## src/rtl/rca_pipe_addsub.sv

```systemverilog
// Pipelined ripple-carry add/subtract unit.
// The WIDTH-bit operation is cut into STAGES equal slices. Slice k is added in
// pipeline stage k using the carry registered by stage k-1. Untouched upper
// operand slices ride along, and finished lower sum slices are carried forward,
// so the full result leaves the last stage aligned. The last stage register is
// the output register.
//
// Handshake (valid/ready): a beat transfers on a rising clk edge exactly when
// valid && ready are both high in the preceding cycle. A producer holding valid
// high keeps its payload stable until the transfer. in_ready depends only on
// out_valid and out_ready (global stall), never on in_valid.
module rca_pipe_addsub #(
    parameter int WIDTH  = 16,
    parameter int STAGES = 4
) (
    input  logic             clk,
    input  logic             rst,
    input  logic             in_valid,
    output logic             in_ready,
    input  logic [WIDTH-1:0] ain,
    input  logic [WIDTH-1:0] bin,
    input  logic             cin,
    input  logic             sub,
    output logic             out_valid,
    input  logic             out_ready,
    output logic [WIDTH-1:0] sum_out,
    output logic             cout_out,
    output logic             ovf_out
);

    localparam int S = WIDTH / STAGES;

    // Whole pipeline moves together; it only freezes when a result is waiting
    // at the output and the consumer is not taking it.
    logic advance;

    for (genvar k = 0; k < STAGES; k++) begin : g_stage
        // Stage registers
        logic             v_q;
        logic             sub_q;
        logic             c_q;
        logic             o_q;
        logic [WIDTH-1:0] a_q;
        logic [WIDTH-1:0] b_q;
        logic [WIDTH-1:0] s_q;

        // Values entering this stage
        logic             v_in;
        logic             sub_in;
        logic             c_in;
        logic [WIDTH-1:0] a_in;
        logic [WIDTH-1:0] b_in;
        logic [WIDTH-1:0] s_in;

        // Slice arithmetic
        logic [S-1:0]     a_sl;
        logic [S-1:0]     b_sl;
        logic [S-1:0]     r_sl;
        logic             co;
        logic             ci_msb;
        logic [WIDTH-1:0] s_nx;

        if (k == 0) begin : g_head
            // Slice 0 takes the effective carry-in: borrow-in is inverted for subtract.
            assign v_in   = in_valid;
            assign sub_in = sub;
            assign c_in   = sub ? ~cin : cin;
            assign a_in   = ain;
            assign b_in   = bin;
            assign s_in   = '0;
        end else begin : g_body
            assign v_in   = g_stage[k-1].v_q;
            assign sub_in = g_stage[k-1].sub_q;
            assign c_in   = g_stage[k-1].c_q;
            assign a_in   = g_stage[k-1].a_q;
            assign b_in   = g_stage[k-1].b_q;
            assign s_in   = g_stage[k-1].s_q;
        end

        // Ripple-add this stage's slice and merge it into the forwarded sum.
        always_comb begin
            a_sl = a_in[k*S +: S];
            b_sl = sub_in ? ~b_in[k*S +: S] : b_in[k*S +: S];
            {co, r_sl} = {1'b0, a_sl} + {1'b0, b_sl} + {{S{1'b0}}, c_in};
            // Carry into the slice MSB recovered from the MSB sum bit.
            ci_msb = a_sl[S-1] ^ b_sl[S-1] ^ r_sl[S-1];
            s_nx = s_in;
            s_nx[k*S +: S] = r_sl;
        end

        // Stage register: clears on reset, shifts on advance, holds on stall.
        always_ff @(posedge clk or negedge rst) begin
            if (!rst) begin
                v_q   <= 1'b0;
                sub_q <= 1'b0;
                c_q   <= 1'b0;
                o_q   <= 1'b0;
                a_q   <= '0;
                b_q   <= '0;
                s_q   <= '0;
            end else if (advance) begin
                v_q   <= v_in;
                sub_q <= sub_in;
                c_q   <= co;
                o_q   <= ci_msb ^ co;
                a_q   <= a_in;
                b_q   <= b_in;
                s_q   <= s_nx;
            end
        end

        // Operand copies in the last stage and overflow bits of inner stages
        // are never consumed; fold them into one sink.
        logic unused_stage;
        assign unused_stage = ^{a_q, b_q, sub_q, o_q};
    end

    assign advance   = !g_stage[STAGES-1].v_q || out_ready;
    assign in_ready  = advance;
    assign out_valid = g_stage[STAGES-1].v_q;
    assign sum_out   = g_stage[STAGES-1].s_q;
    assign cout_out  = g_stage[STAGES-1].c_q;
    assign ovf_out   = g_stage[STAGES-1].o_q;

endmodule

```

## config.mk

```make
export PLATFORM = sky130hd
export DESIGN_NAME = rca_pipe_addsub
export DESIGN_NICKNAME = d
export VERILOG_FILES = /design/src/rtl/rca_pipe_addsub.sv
export SDC_FILE = /design/constraint.sdc
export NUM_CORES = 1
export LEC_CHECK = 0
export CORE_ASPECT_RATIO = 1.5
export CORE_MARGIN = 2
export CORE_UTILIZATION = 34
export CTS_CLUSTER_SIZE = 20
export DETAILED_ROUTE_END_ITERATION = 6
export GPL_TIMING_DRIVEN = 0
export MAX_ROUTING_LAYER = met4
export PLACE_DENSITY = 0.6
export SETUP_SLACK_MARGIN = 0.15
export SYNTH_ARGS = -nofsm -noshare
export SYNTH_HDL_FRONTEND = slang
export SYNTH_SLANG_ARGS = --single-unit
```

## constraint.sdc

```tcl
create_clock -name clk -period 5.55 [get_ports clk]
set_clock_uncertainty 0.15 [all_clocks]
set_input_delay 0.8325 -clock clk [delete_from_list [all_inputs] [get_ports clk]]
set_output_delay 0.8325 -clock clk [all_outputs]
set_load 0.02 [all_outputs]
```

==> summary.md <==
| Metric | Value |
|---|---|
| Status | finished clean |
| Worst r2r src | g_stage[2].sub_q |
| Worst stage delay on the critical path | 0.66 ns |
| Kind of critical path | input pin to output pin |
| Post-synth top flop | dfrtp_1 |
| Finished Core Util | 43.18% |
| Power Density | 599.2 nW/µm² |
| Antenna violations before repair | 0 |
| Final setup fails | 0 |
| Starting Density | 34.57% |
| Cell depth of the worst setup path | 6 |
| Die Wd | 97.71 µm |
| Gpl congestion | 0.8029 |
| Net Count, Synth | 541 |
| Core Rows | 51 |
| Peak Freq | 284.6 MHz |
| Core Footprint | 12950 µm² |
| Cell Chain, Critical Path | clkdlybuf4s50_1 > nor2b_4 > buf_6 > inv_4 > buf_2 > clkdlybuf4s50_1 |
| Antenna Violating Nets Remaining | 0 |
| Worst vdd ir | 0.2021 mV |
| Startpoint Class | input pin |
| Synth top area cells | dfrtp_1, nand2_1, fa_1 |
| Post-Synthesis Mean Instance Area | 9.271 µm² |
| Final min period | 3.513 ns |
| Crit path buf inv count | 5 |
| Worst reg2reg path depth | 9 |
| Grt total ovfl | 0 |
| CTS tree | yes |
| Cts hold-fix bufs | 0 |
| Vias in the first global route | 3242 |
| Warning count from the yosys run | 0 |
| Largest net degree at the start of global routing | 61 |
| Area delta synth->final | 24.90% |
| Slew Limit Fails | 0 |
| CP Launch Point | out_ready |
| Post-CTS setup buffers | 0 |
| DP Area | 5255 µm² |
| Htree depth | 3 |
| DRT iter0 DRCs | 121 |
| Worst Path Max Fanout | 10 |
| Critical Path RT | 4.57 ns |
| DPL Wire Length | 7221 µm |
| Share of cells above drive strength 1 | 8.453% |
| Routed vias/inst | 4.579 |
| Synthesis-stage register bit count | 100 |
| GRT Overall Usage | 15.40% |
| Unrepaired setup endpoints after global routing | no |
| Post-synthesis sequential area ratio | 55.88% |
| Diodes inserted | 0 |
| First-pass iteration count of the detailed router | 4 |
| Clock Latency Late Sink | 0.35 ns |
| CTS Sinks | 100 |
| Rel. slew slack | 47.85% |
| Num CTS Buffers | 9 |
| Setup crit end kind | output pin |
| Arrival time worst endpoint | 2.53 ns |
| Nets | 609 |
| Slew @ Worst Pin | 0.7822 ns |
| Synthesized instance count | 483 |
| Detailed-route via count | 3274 |
| Routed length per placed instance | 13.61 µm |
| WL final | 9733 µm |
| DIE HEIGHT | 144.6 µm |
| Post-synth top area share | 55.88% |
| Min Hold Slack | 0.3135 ns |
| Boundary Pins | 58 |
| Commonest cells post-synth | nand2_1, dfrtp_1, xor2_1 |
| Reg clk slew, reported paths | 0.07 ns |
| Port Buffers | 56 |
| Root Buffer | clkbuf_16 |
| EDFF count, synth | 0 |
| Synth cell types | 25 |
| Placed cells | 699 |
| DRC viols | 0 |
| Delay-heaviest family, CP | buffers and inverters |
| Tcrit/Tclk final | 63.30% |
| Non-Filler Instances | 715 |
| R2R setup slack | 3.12 ns |
| # resized after CTS | 0 |
| Hold Crit Class | flip-flop to flip-flop |
| CP max stage cell | clkdlybuf4s50_1 |
| Cell mode on critical path | clkdlybuf4s50_1 |
| First-pass GRT wire length | 16170 µm |
| Die area | 14120 µm² |
| Final hold vios | 0 |
| Critical Path End | in_ready |
| Count leader, synth | nand2_1 |
| Reg2reg end | ovf_out |
| Maximum capacitance violations | 0 |
| Leak | 2.820 nW |
| Non-Filler Cell Area, Final | 5593 µm² |
| Async SR Flop Fraction | 100.0% |
| Post-Syn Area | 4478 µm² |
| Clk buf depth | 2 |
| Leading area contributor after synthesis | dfrtp_1 |
## flip-flops by register name, summed over array words and instances, names as in the netlist
name and count:
g_stage.a_q 24, g_stage.b_q 24, g_stage.s_q 24, sum_out 16, g_stage.c_q 3, g_stage.sub_q 3, g_stage.v_q 3, cout_out 1
out_valid 1, ovf_out 1
## layout make-up
class / instances / area, µm²
Inverter: 15 / 58.81
Clock buffer: 13 / 270.3
Tap cell: 159 / 198.9
Timing Repair Buffer: 57 / 578.1
Multi-Input combinational cell: 342 / 1754
Sequential cell: 100 / 2502
Clock inverter: 3 / 67.56
Buffer: 26 / 162.7
Fill cell: 1285 / 7361
## layer usage
layer	global-route usage, %	share of wire (%)
met3	3.093	4.1
met5	-	0
met4	7.529	3.3
met2	26.75	52
met1	16.96	40
## cells by family after synthesis
logic type,synth area share [%]
adders and majority gates,6.929
and+or+nand+nor,23.50
xor gates and xnor gates,4.498
AOI/OAI and AO/OA,4.247
DFF,55.88
buffers and inverters,4.945
## worst reg2reg max path, delay by kind of cell, from the launching register on
| kind | cells | cell delay [ns] |
|---|---|---|
| xor gates and xnor gates | 2 | 0.36 |
| AOI/OAI and AO/OA | 3 | 0.49 |
| DFF | 1 | 0.33 |
| buffers and inverters | 2 | 0.36 |
| adders and majority gates | 2 | 0.64 |
## worst min path at each step
| stage | startpoint | endpoint | slack, ns | cells after the start |
|---|---|---|---|---|
| 6_report | g_stage[2].v_q | g_stage[2].v_q | 0.31 | 2 |
| 5_1_grt | g_stage[2].v_q | out_valid | 0.33 | 1 |
| 4_1_cts | g_stage[2].v_q | g_stage[2].v_q | 0.32 | 2 |
| 3_5_place_dp | g_stage[2].v_q | g_stage[2].v_q | 0.30 | 2 |
| 3_3_place_gp | g_stage[1].b_q[15] | g_stage[1].b_q[15] | 0.30 | 2 |
| 2_1_floorplan | g_stage[2].v_q | g_stage[2].v_q | 0.28 | 2 |
## placed cells by master (no fill, tap or decap), drive strengths merged
| cell type | Yosys | routed |
|---|---|---|
| nand2 | 241 | 241 |
| dfrtp | 100 | 100 |
| clkdlybuf4s50 | 0 | 55 |
| buf | 24 | 26 |
| xor2 | 17 | 17 |
| inv | 15 | 15 |
| o21ai | 15 | 15 |
| clkbuf | 2 | 15 |
| a21oi | 14 | 14 |
| nor2 | 12 | 12 |
| ha | 12 | 12 |
| fa | 8 | 8 |
| xnor2 | 6 | 6 |
| nor2b | 5 | 5 |
| a21o | 3 | 3 |
| a22oi | 2 | 2 |
| nor4b | 2 | 2 |
| nor3 | 2 | 2 |
| bufinv | 0 | 2 |
| nand3b | 1 | 1 |
| a211oi | 1 | 1 |
| nand2b | 1 | 1 |
| clkinvlp | 0 | 1 |
## where the power goes
group          switching [mW]  leakage [nW]  internal [mW]
logic                   0.793          1.46          0.633
clock network           0.268         0.162          0.432
registers               0.170          1.20           1.06
## per-stage QoR
step	setup slack, ns	total power [mW]	setup TNS, ns
finish	2.037	3.351	0
global route	1.974	3.616	0
CTS	2.012	3.390	0
detailed placement	2.019	2.686	0
global placement	-0.2142	2.612	-21.05
floorplan	2.786	2.190	0
Power figures use the tool's default switching activity.
